## src/rtl/idct_pkg.sv

```systemverilog
// -----------------------------------------------------------------------------
// idct_pkg
// Shared definitions for the IDCT back end: default datapath widths, the
// tap count per output sample, the IDCT coefficient constants used by the
// multiply stage, and the round/shift/saturate helper that this accumulator
// and the later stages use to narrow wide sums into output samples.
// -----------------------------------------------------------------------------
package idct_pkg;

    // Default datapath geometry
    localparam int IDCT_TAPS   = 8;
    localparam int IDCT_PROD_W = 16;
    localparam int IDCT_ACC_W  = 19;
    localparam int IDCT_SHIFT  = 7;
    localparam int IDCT_OUT_W  = 10;

    // IDCT basis coefficients (scaled by 64)
    localparam logic signed [7:0] IDCT_C64 = 8'sd64;
    localparam logic signed [7:0] IDCT_C83 = 8'sd83;
    localparam logic signed [7:0] IDCT_C89 = 8'sd89;
    localparam logic signed [7:0] IDCT_C75 = 8'sd75;
    localparam logic signed [7:0] IDCT_C50 = 8'sd50;
    localparam logic signed [7:0] IDCT_C36 = 8'sd36;

    // Result of a round/shift/saturate step: clipped sample plus clip flag
    typedef struct packed {
        logic signed [IDCT_OUT_W-1:0] val;
        logic                         sat;
    } sat_res_t;

    // Round half-up, arithmetic right shift (floor for negatives), then clip
    // to the signed range of out_w_i bits. out_w_i must not exceed IDCT_OUT_W.
    function automatic sat_res_t sat_round(input logic signed [31:0] sum_i,
                                           input int                 shift_i,
                                           input int                 out_w_i);
        sat_res_t           res;
        logic signed [31:0] rnd;
        logic signed [31:0] max_v;
        logic signed [31:0] min_v;
        rnd   = (sum_i + (32'sd1 <<< (shift_i - 1))) >>> shift_i;
        max_v = (32'sd1 <<< (out_w_i - 1)) - 32'sd1;
        min_v = -max_v - 32'sd1;
        if (rnd > max_v) begin
            res.val = max_v[IDCT_OUT_W-1:0];
            res.sat = 1'b1;
        end else if (rnd < min_v) begin
            res.val = min_v[IDCT_OUT_W-1:0];
            res.sat = 1'b1;
        end else begin
            res.val = rnd[IDCT_OUT_W-1:0];
            res.sat = 1'b0;
        end
        return res;
    endfunction

endpackage

```

## src/rtl/idct_out_fifo.sv

```systemverilog
// -----------------------------------------------------------------------------
// idct_out_fifo
// Two-entry synchronous FIFO built as a shift pair (head/tail) so the head
// entry is always a flop and drives the consumer directly.
// Ports:
//   clk, rst_n     clock, asynchronous active-low reset
//   push_i         write push_data_i (ignored when full without a pop)
//   push_data_i    entry to write
//   pop_i          drop the head entry (ignored when empty)
//   head_data_o    current head entry (zero after reset)
//   count_o        number of valid entries, 0..2
// -----------------------------------------------------------------------------
module idct_out_fifo #(
    parameter int W = 11
) (
    input  logic         clk,
    input  logic         rst_n,
    input  logic         push_i,
    input  logic [W-1:0] push_data_i,
    input  logic         pop_i,
    output logic [W-1:0] head_data_o,
    output logic [1:0]   count_o
);

    logic [W-1:0] head_q, head_d;
    logic [W-1:0] tail_q, tail_d;
    logic [1:0]   count_q, count_d;
    logic         push_s;
    logic         pop_s;

    assign pop_s  = pop_i && (count_q != 2'd0);
    // A full FIFO only takes a push when the head leaves in the same cycle
    assign push_s = push_i && ((count_q != 2'd2) || pop_s);

    // Next-state for head/tail slots and occupancy
    always_comb begin
        head_d  = head_q;
        tail_d  = tail_q;
        count_d = count_q;
        case ({push_s, pop_s})
            2'b10: begin
                if (count_q == 2'd0) begin
                    head_d = push_data_i;
                end else begin
                    tail_d = push_data_i;
                end
                count_d = count_q + 2'd1;
            end
            2'b01: begin
                head_d  = tail_q;
                count_d = count_q - 2'd1;
            end
            2'b11: begin
                if (count_q == 2'd1) begin
                    head_d = push_data_i;
                end else begin
                    head_d = tail_q;
                    tail_d = push_data_i;
                end
            end
            default: begin
                count_d = count_q;
            end
        endcase
    end

    // FIFO storage and occupancy registers
    always_ff @(posedge clk or negedge rst_n) begin
        if (!rst_n) begin
            head_q  <= {W{1'b0}};
            tail_q  <= {W{1'b0}};
            count_q <= 2'd0;
        end else begin
            head_q  <= head_d;
            tail_q  <= tail_d;
            count_q <= count_d;
        end
    end

    assign head_data_o = head_q;
    assign count_o     = count_q;

endmodule

```

## src/rtl/idct_tap_accum.sv

```systemverilog
// -----------------------------------------------------------------------------
// idct_tap_accum
// Sums each group of TAPS signed products from the IDCT multiply stage, then
// rounds, shifts and saturates the sum into one output sample. Samples are
// buffered in a 2-entry FIFO with valid/ready handshakes on both sides.
// Ports:
//   clk, rst_n          clock, asynchronous active-low reset
//   in_valid/in_ready   product handshake
//   in_data             signed product
//   in_last             marks final product of a group
//   out_valid/out_ready sample handshake (FIFO head)
//   out_data, out_sat   rounded/saturated sample and its clip flag
//   frame_err           one-cycle pulse when in_last disagrees with the tap count
// -----------------------------------------------------------------------------
module idct_tap_accum
    import idct_pkg::*;
#(
    parameter int PROD_W = IDCT_PROD_W,
    parameter int TAPS   = IDCT_TAPS,
    parameter int ACC_W  = IDCT_ACC_W,
    parameter int SHIFT  = IDCT_SHIFT,
    parameter int OUT_W  = IDCT_OUT_W
) (
    input  logic                     clk,
    input  logic                     rst_n,
    input  logic                     in_valid,
    output logic                     in_ready,
    input  logic signed [PROD_W-1:0] in_data,
    input  logic                     in_last,
    output logic                     out_valid,
    input  logic                     out_ready,
    output logic signed [OUT_W-1:0]  out_data,
    output logic                     out_sat,
    output logic                     frame_err
);

    localparam int               CNT_W    = $clog2(TAPS);
    localparam logic [CNT_W-1:0] LAST_TAP = CNT_W'(TAPS - 1);
    localparam logic [CNT_W-1:0] TAP_ZERO = {CNT_W{1'b0}};

    logic [CNT_W-1:0]        tap_cnt_q, tap_cnt_d;
    logic signed [ACC_W-1:0] acc_q, acc_d;
    logic                    frame_err_q, frame_err_d;

    logic signed [ACC_W-1:0] prod_ext_s;
    logic signed [ACC_W-1:0] sum_s;
    logic                    accept_s;
    logic                    at_last_s;
    logic                    push_s;
    logic                    pop_s;
    logic [1:0]              fifo_count_s;
    sat_res_t                res_s;
    logic [OUT_W:0]          push_data_s;
    logic [OUT_W:0]          head_data_s;

    assign prod_ext_s = {{(ACC_W - PROD_W){in_data[PROD_W-1]}}, in_data};
    assign at_last_s  = (tap_cnt_q == LAST_TAP);
    // Only the final tap needs FIFO room; depends on registered state only
    assign in_ready   = at_last_s ? (fifo_count_s < 2'd2) : 1'b1;
    assign accept_s   = in_valid && in_ready;
    assign sum_s      = acc_q + prod_ext_s;

    // Narrow the completed group sum into an output sample
    always_comb begin
        res_s       = sat_round(32'(sum_s), SHIFT, OUT_W);
        push_data_s = {OUT_W'(res_s.val), res_s.sat};
    end

    // Tap counter, accumulator and in_last alignment check
    always_comb begin
        tap_cnt_d   = tap_cnt_q;
        acc_d       = acc_q;
        frame_err_d = 1'b0;
        push_s      = 1'b0;
        if (accept_s) begin
            if (at_last_s) begin
                // Group complete: push even if in_last was missing
                tap_cnt_d   = TAP_ZERO;
                acc_d       = sum_s;
                push_s      = 1'b1;
                frame_err_d = !in_last;
            end else if (in_last) begin
                // Early in_last: drop the partial group and realign
                tap_cnt_d   = TAP_ZERO;
                acc_d       = {ACC_W{1'b0}};
                frame_err_d = 1'b1;
            end else begin
                tap_cnt_d = tap_cnt_q + CNT_W'(1);
                acc_d     = (tap_cnt_q == TAP_ZERO) ? prod_ext_s : sum_s;
            end
        end else begin
            tap_cnt_d = tap_cnt_q;
        end
    end

    // Accumulator-side state registers
    always_ff @(posedge clk or negedge rst_n) begin
        if (!rst_n) begin
            tap_cnt_q   <= TAP_ZERO;
            acc_q       <= {ACC_W{1'b0}};
            frame_err_q <= 1'b0;
        end else begin
            tap_cnt_q   <= tap_cnt_d;
            acc_q       <= acc_d;
            frame_err_q <= frame_err_d;
        end
    end

    assign pop_s = out_valid && out_ready;

    idct_out_fifo #(
        .W (OUT_W + 1)
    ) u_out_fifo (
        .clk         (clk),
        .rst_n       (rst_n),
        .push_i      (push_s),
        .push_data_i (push_data_s),
        .pop_i       (pop_s),
        .head_data_o (head_data_s),
        .count_o     (fifo_count_s)
    );

    assign out_valid = (fifo_count_s != 2'd0);
    assign out_data  = head_data_s[OUT_W:1];
    assign out_sat   = head_data_s[0];
    assign frame_err = frame_err_q;

endmodule

```

## config.mk

```make
export PLATFORM = sky130hd
export DESIGN_NAME = idct_tap_accum
export DESIGN_NICKNAME = d
export VERILOG_FILES = /design/src/rtl/idct_pkg.sv /design/src/rtl/idct_out_fifo.sv /design/src/rtl/idct_tap_accum.sv
export SDC_FILE = /design/constraint.sdc
export NUM_CORES = 1
export LEC_CHECK = 0
export CAP_MARGIN = 40
export CORE_MARGIN = 10
export CORE_UTILIZATION = 60
export CTS_CLUSTER_SIZE = 8
export DETAILED_ROUTE_END_ITERATION = 10
export GPL_TIMING_DRIVEN = 1
export PLACE_DENSITY_LB_ADDON = 0.15
export SYNTH_ARGS = -nofsm -noshare
export SYNTH_HDL_FRONTEND = slang
export SYNTH_HIERARCHICAL = 1
export SYNTH_SLANG_ARGS = --single-unit
export TNS_END_PERCENT = 100
```

## constraint.sdc

```tcl
create_clock -name clk -period 9.72 [get_ports clk]
set_clock_uncertainty 0.1 [all_clocks]
set_input_delay 0.972 -clock clk [delete_from_list [all_inputs] [get_ports clk]]
set_output_delay 0.972 -clock clk [all_outputs]
set_load 0.03 [all_outputs]
```

# ---- After elaboration in Yosys (flattened, before gate mapping)
# Cells that the tools add are included.
dict set report totals {
  register_bits 47
  latch_bits 0
  ramBits 0
  mem_bits_ro 0
  in_bits 21
  output_inout_bits 14
  n_memories 0
}
dict set report classes {
  addsub 5
  n_mul 0
  n_div 0
  magnitude_cmp 3
  eq_ne 9
  n_shift 0
  muxes 20
  n_bitwise 0
  reduce_logical 14
}
# cell count
set op_table {}
lappend op_table {{11-bit 2-to-1 mux} 6}
lappend op_table {{19-bit 2-to-1 mux} 3}
lappend op_table {{11-bit one-hot mux with 3 select lines} 1}
lappend op_table {{11-bit one-hot mux with 2 select lines} 1}
lappend op_table {{19-bit by 8-bit adder with 20-bit output (second input constant)} 1}
lappend op_table {{19-bit by 16-bit adder with 19-bit output} 1}
lappend op_table {{13-bit by 10-bit > comparator with 1-bit output (second input constant)} 1}
lappend op_table {{13-bit by 10-bit less-than comparator with 1-bit output (second input constant)} 1}
lappend op_table {{1-bit 2-to-1 mux} 6}
lappend op_table {{3-bit 2-to-1 mux} 2}
lappend op_table {{2-bit inequality test (second input constant)} 3}
lappend op_table {{2-bit nonzero test} 3}
lappend op_table {{2-bit by 1-bit == test with 1-bit output (second input constant)} 2}
lappend op_table {{2-bit == test (second input constant)} 2}
lappend op_table {{1-bit logical AND} 4}
lappend op_table {{2-bit one-hot mux with 2 select lines} 1}
lappend op_table {{3-bit by 1-bit adder with 3-bit output (second input constant)} 1}
lappend op_table {{3-bit == test (second input constant)} 1}
lappend op_table {{3-bit zero test} 1}
lappend op_table {{3-bit AND reduction} 1}
lappend op_table {{3-bit nonzero test} 1}
lappend op_table {{2-bit by 1-bit adder with 2-bit output (second input constant)} 1}
lappend op_table {{2-bit zero test} 1}
lappend op_table {{2-bit less-than comparator (second input constant)} 1}
lappend op_table {{5 further kinds} 5}

# ---- Logic depth before layout (Yosys ltp)
# Gate-level depths: netlist of the first run.
dict set report depth {
  word_depth 8
  depth_mapped 14
  mapped_depth_nobuf 13
}

# ---- Cells and area by module
# Netlist of the first run, hierarchy kept.
# mod instances cells_per_inst area_each_um2 seq_area_each_um2
set by_module_without_submodules {}
lappend by_module_without_submodules {idct_tap_accum 1 319 2638.8 575.6}
lappend by_module_without_submodules {idct_out_fifo 1 108 1214.9 600.6}

# ---- Worst setup path after synthesis of the first run
# No wires, ideal clock.
dict set report synth_timing {
  path_type {input -> register}
  start {input port in_data[0]}
  end {register u_out_fifo.tail_q[6]}
  setup_time_ns 0.125
  t_arrival_ns 3.898
  required_time_ns 9.495
  setup_slack_ns 5.597
  stages 12
  path_buffers 0
  cell_sequence {ha_1 -> fa_1 -> a211oi_2 -> o211ai_2 -> a2111o_1 -> nand4_2 -> and4_4 -> and4_4 -> nor3_2 -> a211oi_4 -> o21ai_1 -> mux2_4}
}
dict set report synth_via {
  elab_chain_cells 7
  word_cells_on_any_way 9
  cone_classes {add/sub: 2; order compare: 2; mux: 5}
}
# item line_no
set synth_lines {}
lappend synth_lines {{from (decl)} idct_tap_accum.sv:28} ;# input logic signed [PROD_W-1:0] in_data,
lappend synth_lines {{19-bit by 16-bit adder with 19-bit output *} idct_tap_accum.sv:61} ;# assign sum_s = acc_q + prod_ext_s;
lappend synth_lines {{19-bit by 8-bit adder with 20-bit output *} idct_pkg.sv:40} ;# rnd = (sum_i + (32'sd1 <<< (shift_i - 1))) >>> shift_i;
lappend synth_lines {{13-bit by 10-bit less-than comparator with 1-bit output} idct_pkg.sv:46} ;# end else if (rnd < min_v) begin
lappend synth_lines {{11-bit 2-to-1 mux} idct_pkg.sv:46}
lappend synth_lines {{11-bit 2-to-1 mux *} idct_pkg.sv:43} ;# if (rnd > max_v) begin
lappend synth_lines {{net push_data_s[6]} idct_tap_accum.sv:53} ;# logic [OUT_W:0] push_data_s;
lappend synth_lines {{11-bit 2-to-1 mux (on tied branches)} {idct_out_fifo.sv:54, idct_out_fifo.sv:42}}
lappend synth_lines {{11-bit one-hot mux with 2 select lines *} idct_out_fifo.sv:40} ;# case ({push_s, pop_s})
lappend synth_lines {{to (signal assigned)} idct_out_fifo.sv:71} ;# tail_q <= {W{1'b0}};
lappend synth_lines {{to (signal assigned)} idct_out_fifo.sv:75} ;# tail_q <= tail_d;
lappend synth_lines {{to (decl)} idct_out_fifo.sv:26} ;# logic [W-1:0] tail_q, tail_d;
# The timed path passes the listed nets; every way through them passes the cells marked *. The select of a mux whose other input is x is not followed.
# A chain may end at the register's enable or synchronous reset.

# ---- Worst setup path after layout of the first run
# Same ends and word-level chain as after synthesis.

==> qor.yml, run 1 <==
cp-start-kind: "primary input"
finalPower_w: 0.00114
port-buffer-count: 34
grt_usage_pct: 18.0
hold_class: "flop to flop"
totalWireLength_mm: 9.20
drive_gt1_share_pct: 11.5
cts.path.max_buffers: 2
ios: 35
cts_tree: "built"
drv_cap: 0
antenna_found_initial: 0
yosysWarningCount: 6
grt_pass1_vias: 3284
first_pass_iters: 4
tns_ns: 0
async_flop_share_pct: 100
clkSlewWorstSetupHoldPaths_ns: 0.10
drc: 0
hold_buffers: 0
seqCellArea_mm2: 0.00118
syn_inst: 427
dr.first_iter.drc_count: 190
fin_util_pct: 69.5
max_slew_margin_pct: 47.7
netlist_area_mm2: 0.00385
slew_viol_final: 0
num_antenna_cells: 0
tightest_slew_ns: 0.785
post-route-min-period_ns: 4.58
fmax_ghz: 0.218
critPathRequiredTime_ns: 9.81
finalHoldViolCount: 0
postCtsSetupRepairBufs: 0
vias: 3330
root_buffer: "clkbuf_8"
wl_per_cell_um: 17.4
num_rows: 29
p_int_w: 0.000630
status: "finished, final reports clean"
critPathArrivalTime_ns: 4.67
via_per_inst: 6.29
synthFlopType: "dfrtp_1"
leakage_nw: 1.83
setup_viol_count_final: 0
cp-end-kind: "flop"
core-area_mm2: 0.00628
cts_buffers: 5
vdd_drop_max_uv: 164
netSwitchingPower_w: 0.000510
grt_pass1_wl_mm: 15.3
grt_max_degree: 33
dpl_worst_slack_ns: 4.81
clk_latency_ns: 0.31
avgSynthCellArea_um2: 9.03
synth_seq_cells: 47
dpl.hpwl_mm: 7.12
crit_type: "primary input to flop"
cts_resized: 0
pwr-share-seq_pct: 24.4
die-area_mm2: 0.0100
synth_nets: 474
start_util_pct: 61.4
htree_num_levels: 2
place_congestion: 0.985
numClockSinks: 47
rsz0062_at_grt: "false"
min_period_over_period_pct: 47.1
ys_types: 69
die_x_um: 100
synth_edf_count: 0
ant_nets: 0
area_growth_pct: 13.2
switching_share_pct: 44.7
fillers: 503
power.density_mw_per_mm2: 261
whs_ns: 0.403
overflow: 0
seq_area_frac_synth_pct: 30.5
nNetsFinal: 498
path_max_fanout: 8
clock_power_share_pct: 15.3
timing.final.ws_setup_ns: 5.14
multi_input_area_mm2: 0.00252
combPwrFrac_pct: 60.4
die_h_um: 100
[cells in the final DEF (no fill, tap or decap), types with 11 or more instances in the layout]
master	count
ha_1	25
clkdlybuf4s50_1	33
mux2_4	11
nor2_1	40
dfrtp_1	47
xnor2_1	14
o21ai_0	25
a21oi_1	25
nor3_1	18
nand2_1	23
a221oi_1	13
nand3_1	18
a31oi_1	13
[cells in the mapped netlist, drive strengths merged (4+ instances only)]
cell / number / area share, %
mux2: 12 / 4.6
nand2b: 9 / 1.5
ha: 25 / 8.1
inv: 8 / 0.78
mux2i: 5 / 1.3
dfrtp: 47 / 31
and4: 4 / 1.1
a21o: 4 / 0.78
o211ai: 6 / 1.4
a31oi: 13 / 2.1
a221oi: 14 / 3.3
a211oi: 9 / 3.0
nand2: 23 / 2.2
nor3: 19 / 2.6
a21oi: 27 / 3.7
xnor2: 15 / 3.6
nand3: 18 / 2.3
and2: 8 / 1.3
nor2: 40 / 3.9
clkbuf: 9 / 0.88
nor2b: 5 / 0.81
o21ai: 38 / 5.2
and3: 6 / 1.0
xor2: 8 / 1.8
buf: 13 / 2.4
[per-stage QoR]
step                area, µm²  std cells
CTS                      4360        529
global placement         4180        518
floorplan                3850        427
global route             4360        529
finish                   4360        529
detailed placement       4230        521
[per-layer routing]
metal,part of all wire (%),routed length (µm),global-route usage [%],vias to the layer above
li1,-,-,-,1637
met1,44,4080,21.9,1600
met2,50,4560,31.4,77
met3,4.1,373,3.50,16
met4,2.1,191,5.54,0
met5,0,0,0,-
[path summary, 6_finish.rpt]
| path | from | endpoint | slack, ns | depth (start not counted) |
|---|---|---|---|---|
| worst min-delay path | acc_q[12]$_DFFE_PN0P_ | acc_q[12]$_DFFE_PN0P_ | 0.40 | 2 |
| max in group asynchronous | rst_n | acc_q[18]$_DFFE_PN0P_ | 8.52 | 2 |
| worst max-delay path | in_data[0] | u_out_fifo/tail_q[6]$_DFFE_PN0P_ | 5.14 | 13 |
| worst min register to register | acc_q[12]$_DFFE_PN0P_ | acc_q[12]$_DFFE_PN0P_ | 0.40 | 2 |
| worst max register to register | acc_q[0]$_DFFE_PN0P_ | u_out_fifo/tail_q[6]$_DFFE_PN0P_ | 5.88 | 12 |
| min in group asynchronous | rst_n | u_out_fifo/count_o[0]$_DFFE_PN0P_ | 0.48 | 1 |
[power by group through the flow]
stage	Clock [W]	Combinational [W]	Sequential, W
6_report	0.000174	0.000688	0.000278
5_1_grt	0.000184	0.000755	0.000284
4_1_cts	0.000175	0.000686	0.000279
3_5_place_dp	0	0.000683	0.000282
3_3_place_gp	0	0.000660	0.000278
2_1_floorplan	0	0.000473	0.000321
[final cells by class]
class | instances | share of cell area [%]
multi-input combinational | 350 | 57.8
sequential | 47 | 27.0
timing repair buffer | 39 | 9.29
tap | 77 | 2.21
clock buffer | 6 | 1.66
clock inverter | 2 | 1.38
inverter | 8 | 0.688
[state kept, by name, summed over array words and instances (netlist names)]
register / count
u_out_fifo/count_o: 2
u_out_fifo/head_data_o: 11
u_out_fifo/tail_q: 11
tap_cnt_q: 3
acc_q: 19
frame_err: 1
[worst max-delay path: stages]
cell             delay, ns
clkdlybuf4s50_1       0.43
ha_1                  0.25
fa_1                  0.44
a211oi_2              0.32
o211ai_2              0.16
a311oi_1              0.30
o31ai_1               0.11
xor2_1                0.42
and4_4                0.35
o32ai_2               0.08
nor2_1                0.37
o21ai_1               0.17
mux2_4                0.30
[kinds of logic after synthesis]
logic type	count (synthesis)	share of synthesized area [%]
buffers and inverters	30	4.03
DFF	47	30.5
and+or+nand+nor	149	20.3
muxes	17	5.88
xor gates and xnor gates	23	5.42
AOI/OAI and AO/OA	135	25.3
adders and majority gates	26	8.64
(Power assumes the default switching activity.)
==> run 2, diff against run 1 <==
--- a/config.mk
+++ b/config.mk
@@ -7,7 +7,7 @@
 export LEC_CHECK = 0
 export CAP_MARGIN = 40
 export CORE_MARGIN = 10
-export CORE_UTILIZATION = 60
+export CORE_UTILIZATION = 59
 export CTS_CLUSTER_SIZE = 8
 export DETAILED_ROUTE_END_ITERATION = 10
 export GPL_TIMING_DRIVEN = 1
==> constraint.sdc (replaced) <==
create_clock -name clk -period 4.3 [get_ports clk]
set_clock_uncertainty 0.1 [all_clocks]
set_input_delay 0.43 -clock clk [delete_from_list [all_inputs] [get_ports clk]]
set_output_delay 0.43 -clock clk [all_outputs]
set_load 0.03 [all_outputs]
==> qor.yml, run 2 (same netlist as run 1, synthesis figures left out) <==
grt_usage_pct: 18.5  # +0.43 points
setup_viol_count_final: 0  # unchanged
clk_latency_ns: 0.31  # about the same
root_buffer: "clkbuf_8"
power.density_mw_per_mm2: 575  # +120%
critPathArrivalTime_ns: 4.10  # -0.57 ns
cts.path.max_buffers: 2  # unchanged
hold_class: "flop to flop"
rsz0062_at_grt: "false"
grt_max_degree: 34  # +3.0%
antenna_found_initial: 0  # unchanged
cts_buffers: 5  # unchanged
critPathRequiredTime_ns: 4.43  # -5.38 ns
layout.cells.non_filler: 535  # +1.1%
max_slew_margin_pct: 47.7  # +0.061 points
grt_pass1_vias: 3399  # +3.5%
num_antenna_cells: 0  # unchanged
tightest_slew_ns: 0.784  # -0.000915 ns
clkSlewWorstSetupHoldPaths_ns: 0.09  # about the same
finalPower_w: 0.00251  # +120%
status: "finished, final reports clean"
cp-end-kind: "flop"
dr.first_iter.drc_count: 152  # -20%
htree_num_levels: 2  # unchanged
dpl.hpwl_mm: 7.20  # +1.1%
crit_type: "primary input to flop"
port-buffer-count: 34  # unchanged
leakage_nw: 1.84  # +0.28%
first_pass_iters: 5  # +1
die_h_um: 101  # +0.68%
most-common-layout-cells: "dfrtp_1, nor2_1, clkdlybuf4s50_1"
overflow: 0  # unchanged
drive_gt1_share_pct: 12.7  # +1.2 points
rrSetupSlack_ns: 0.54  # -5.34 ns
via_per_inst: 6.22  # -1.2%
drv_cap: 0  # unchanged
vdd_drop_max_uv: 343  # +110%
die_x_um: 101  # +0.68%
place_inst: 526  # +0.96%
nNetsFinal: 504  # +1.2%
cts_tree: "built"
core-area_mm2: 0.00635  # +1.2%
numClockSinks: 47  # unchanged
finalHoldViolCount: 0  # unchanged
regMostFlops: "acc_q"
cp-start-kind: "primary input"
layout_commonest_cell: "dfrtp_1"
post-route-min-period_ns: 3.97
num_rows: 29  # unchanged
postCtsSetupRepairBufs: 0  # unchanged
wl_per_cell_um: 16.8  # -3.2%
fin_util_pct: 68.7  # -0.77 points
path_max_fanout: 8  # unchanged
drc: 0  # unchanged
design_area_mm2: 0.00436  # about the same
dpl-instance-area_mm2: 0.00426  # +0.59%
tns_ns: 0  # unchanged
fmax_ghz: 0.252
place_congestion: 0.909  # -7.7%
die-area_mm2: 0.0102  # +1.4%
grt_pass1_wl_mm: 15.8  # +3.2%
totalWireLength_mm: 9.00  # -2.1%
ios: 35  # unchanged
ant_nets: 0  # unchanged
area_growth_pct: 13.2  # about the same
largest_reg_flops: 19  # unchanged
min_period_over_period_pct: 92.2
slew_viol_final: 0  # unchanged
vias: 3329  # -0.030%
start_util_pct: 60.7  # -0.70 points
==> run 2: power breakdown <==
part	internal (W)	switching (W)	leakage (nW)
Clock	0.000131	0.000158	0.0474
Combinational	0.000667	0.000930	1.21
Sequential	0.000557	0.0000661	0.586
Total	0.00135	0.00115	1.84
==> run 2: what timing repair did <==
item,in CTS,in global routing
hold buffers,1,0
gates resized for setup,0,0
hold endpoints to repair,14,0
==> run 2: routing by layer <==
metal / share of wire (%) / up-vias / global-route usage (%)
li1: - / 1645 / -
met1: 44 / 1575 / 22.2
met2: 49 / 91 / 31.8
met3: 5.2 / 18 / 3.77
met4: 2.3 / 0 / 6.20
met5: 0 / - / 0
==> run 2: path summary, 6_finish.rpt <==
| check | from | to | cells past startpoint |
|---|---|---|---|
| setup / recovery | in_data[0] | u_out_fifo/head_data_o[7]$_DFFE_PN0P_ | 14 |
| hold / removal | acc_q[12]$_DFFE_PN0P_ | acc_q[12]$_DFFE_PN0P_ | 2 |
| setup reg to reg | acc_q[0]$_DFFE_PN0P_ | u_out_fifo/head_data_o[7]$_DFFE_PN0P_ | 13 |
| hold reg to reg | acc_q[12]$_DFFE_PN0P_ | acc_q[12]$_DFFE_PN0P_ | 2 |
| max in group asynchronous | rst_n | u_out_fifo/tail_q[8]$_DFFE_PN0P_ | 3 |
| min in group asynchronous | rst_n | u_out_fifo/count_o[0]$_DFFE_PN0P_ | 2 |
==> run 2: per-stage QoR <==
| step | setup slack [ns] | hold slack, ns |
|---|---|---|
| 2_1_floorplan | 0.719 | 0.0344 |
| 3_3_place_gp | 0.112 | 0.371 |
| 3_5_place_dp | 0.0218 | 0.281 |
| 4_1_cts | 0.350 | 0.396 |
| 5_1_grt | 0.0360 | 0.421 |
| 6_report | 0.333 | 0.392 |
==> run 2: critical path, stage by stage <==
cell and delay [ns]:
clkdlybuf4s50_1 0.44, ha_1 0.26, fa_1 0.44, a211oi_2 0.32, o211ai_2 0.17, a311oi_1 0.38
o31ai_1 0.12, xor2_1 0.27, nand3_1 0.21, o32ai_2 0.31, nor2_1 0.17, a21oi_1 0.24
o21ai_0 0.14, a31oi_1 0.19
==> run 2: cell type report <==
| type | count | area [µm²] |
|---|---|---|
| fillers | 526 | 1990 |
| inverters | 8 | 30.0 |
| clock buffers | 6 | 82.6 |
| flip-flops and latches | 47 | 1180 |
| repair buffers | 45 | 440 |
| multi-input cells | 350 | 2520 |
| clock inverters | 2 | 16.3 |
| well taps | 77 | 96.3 |
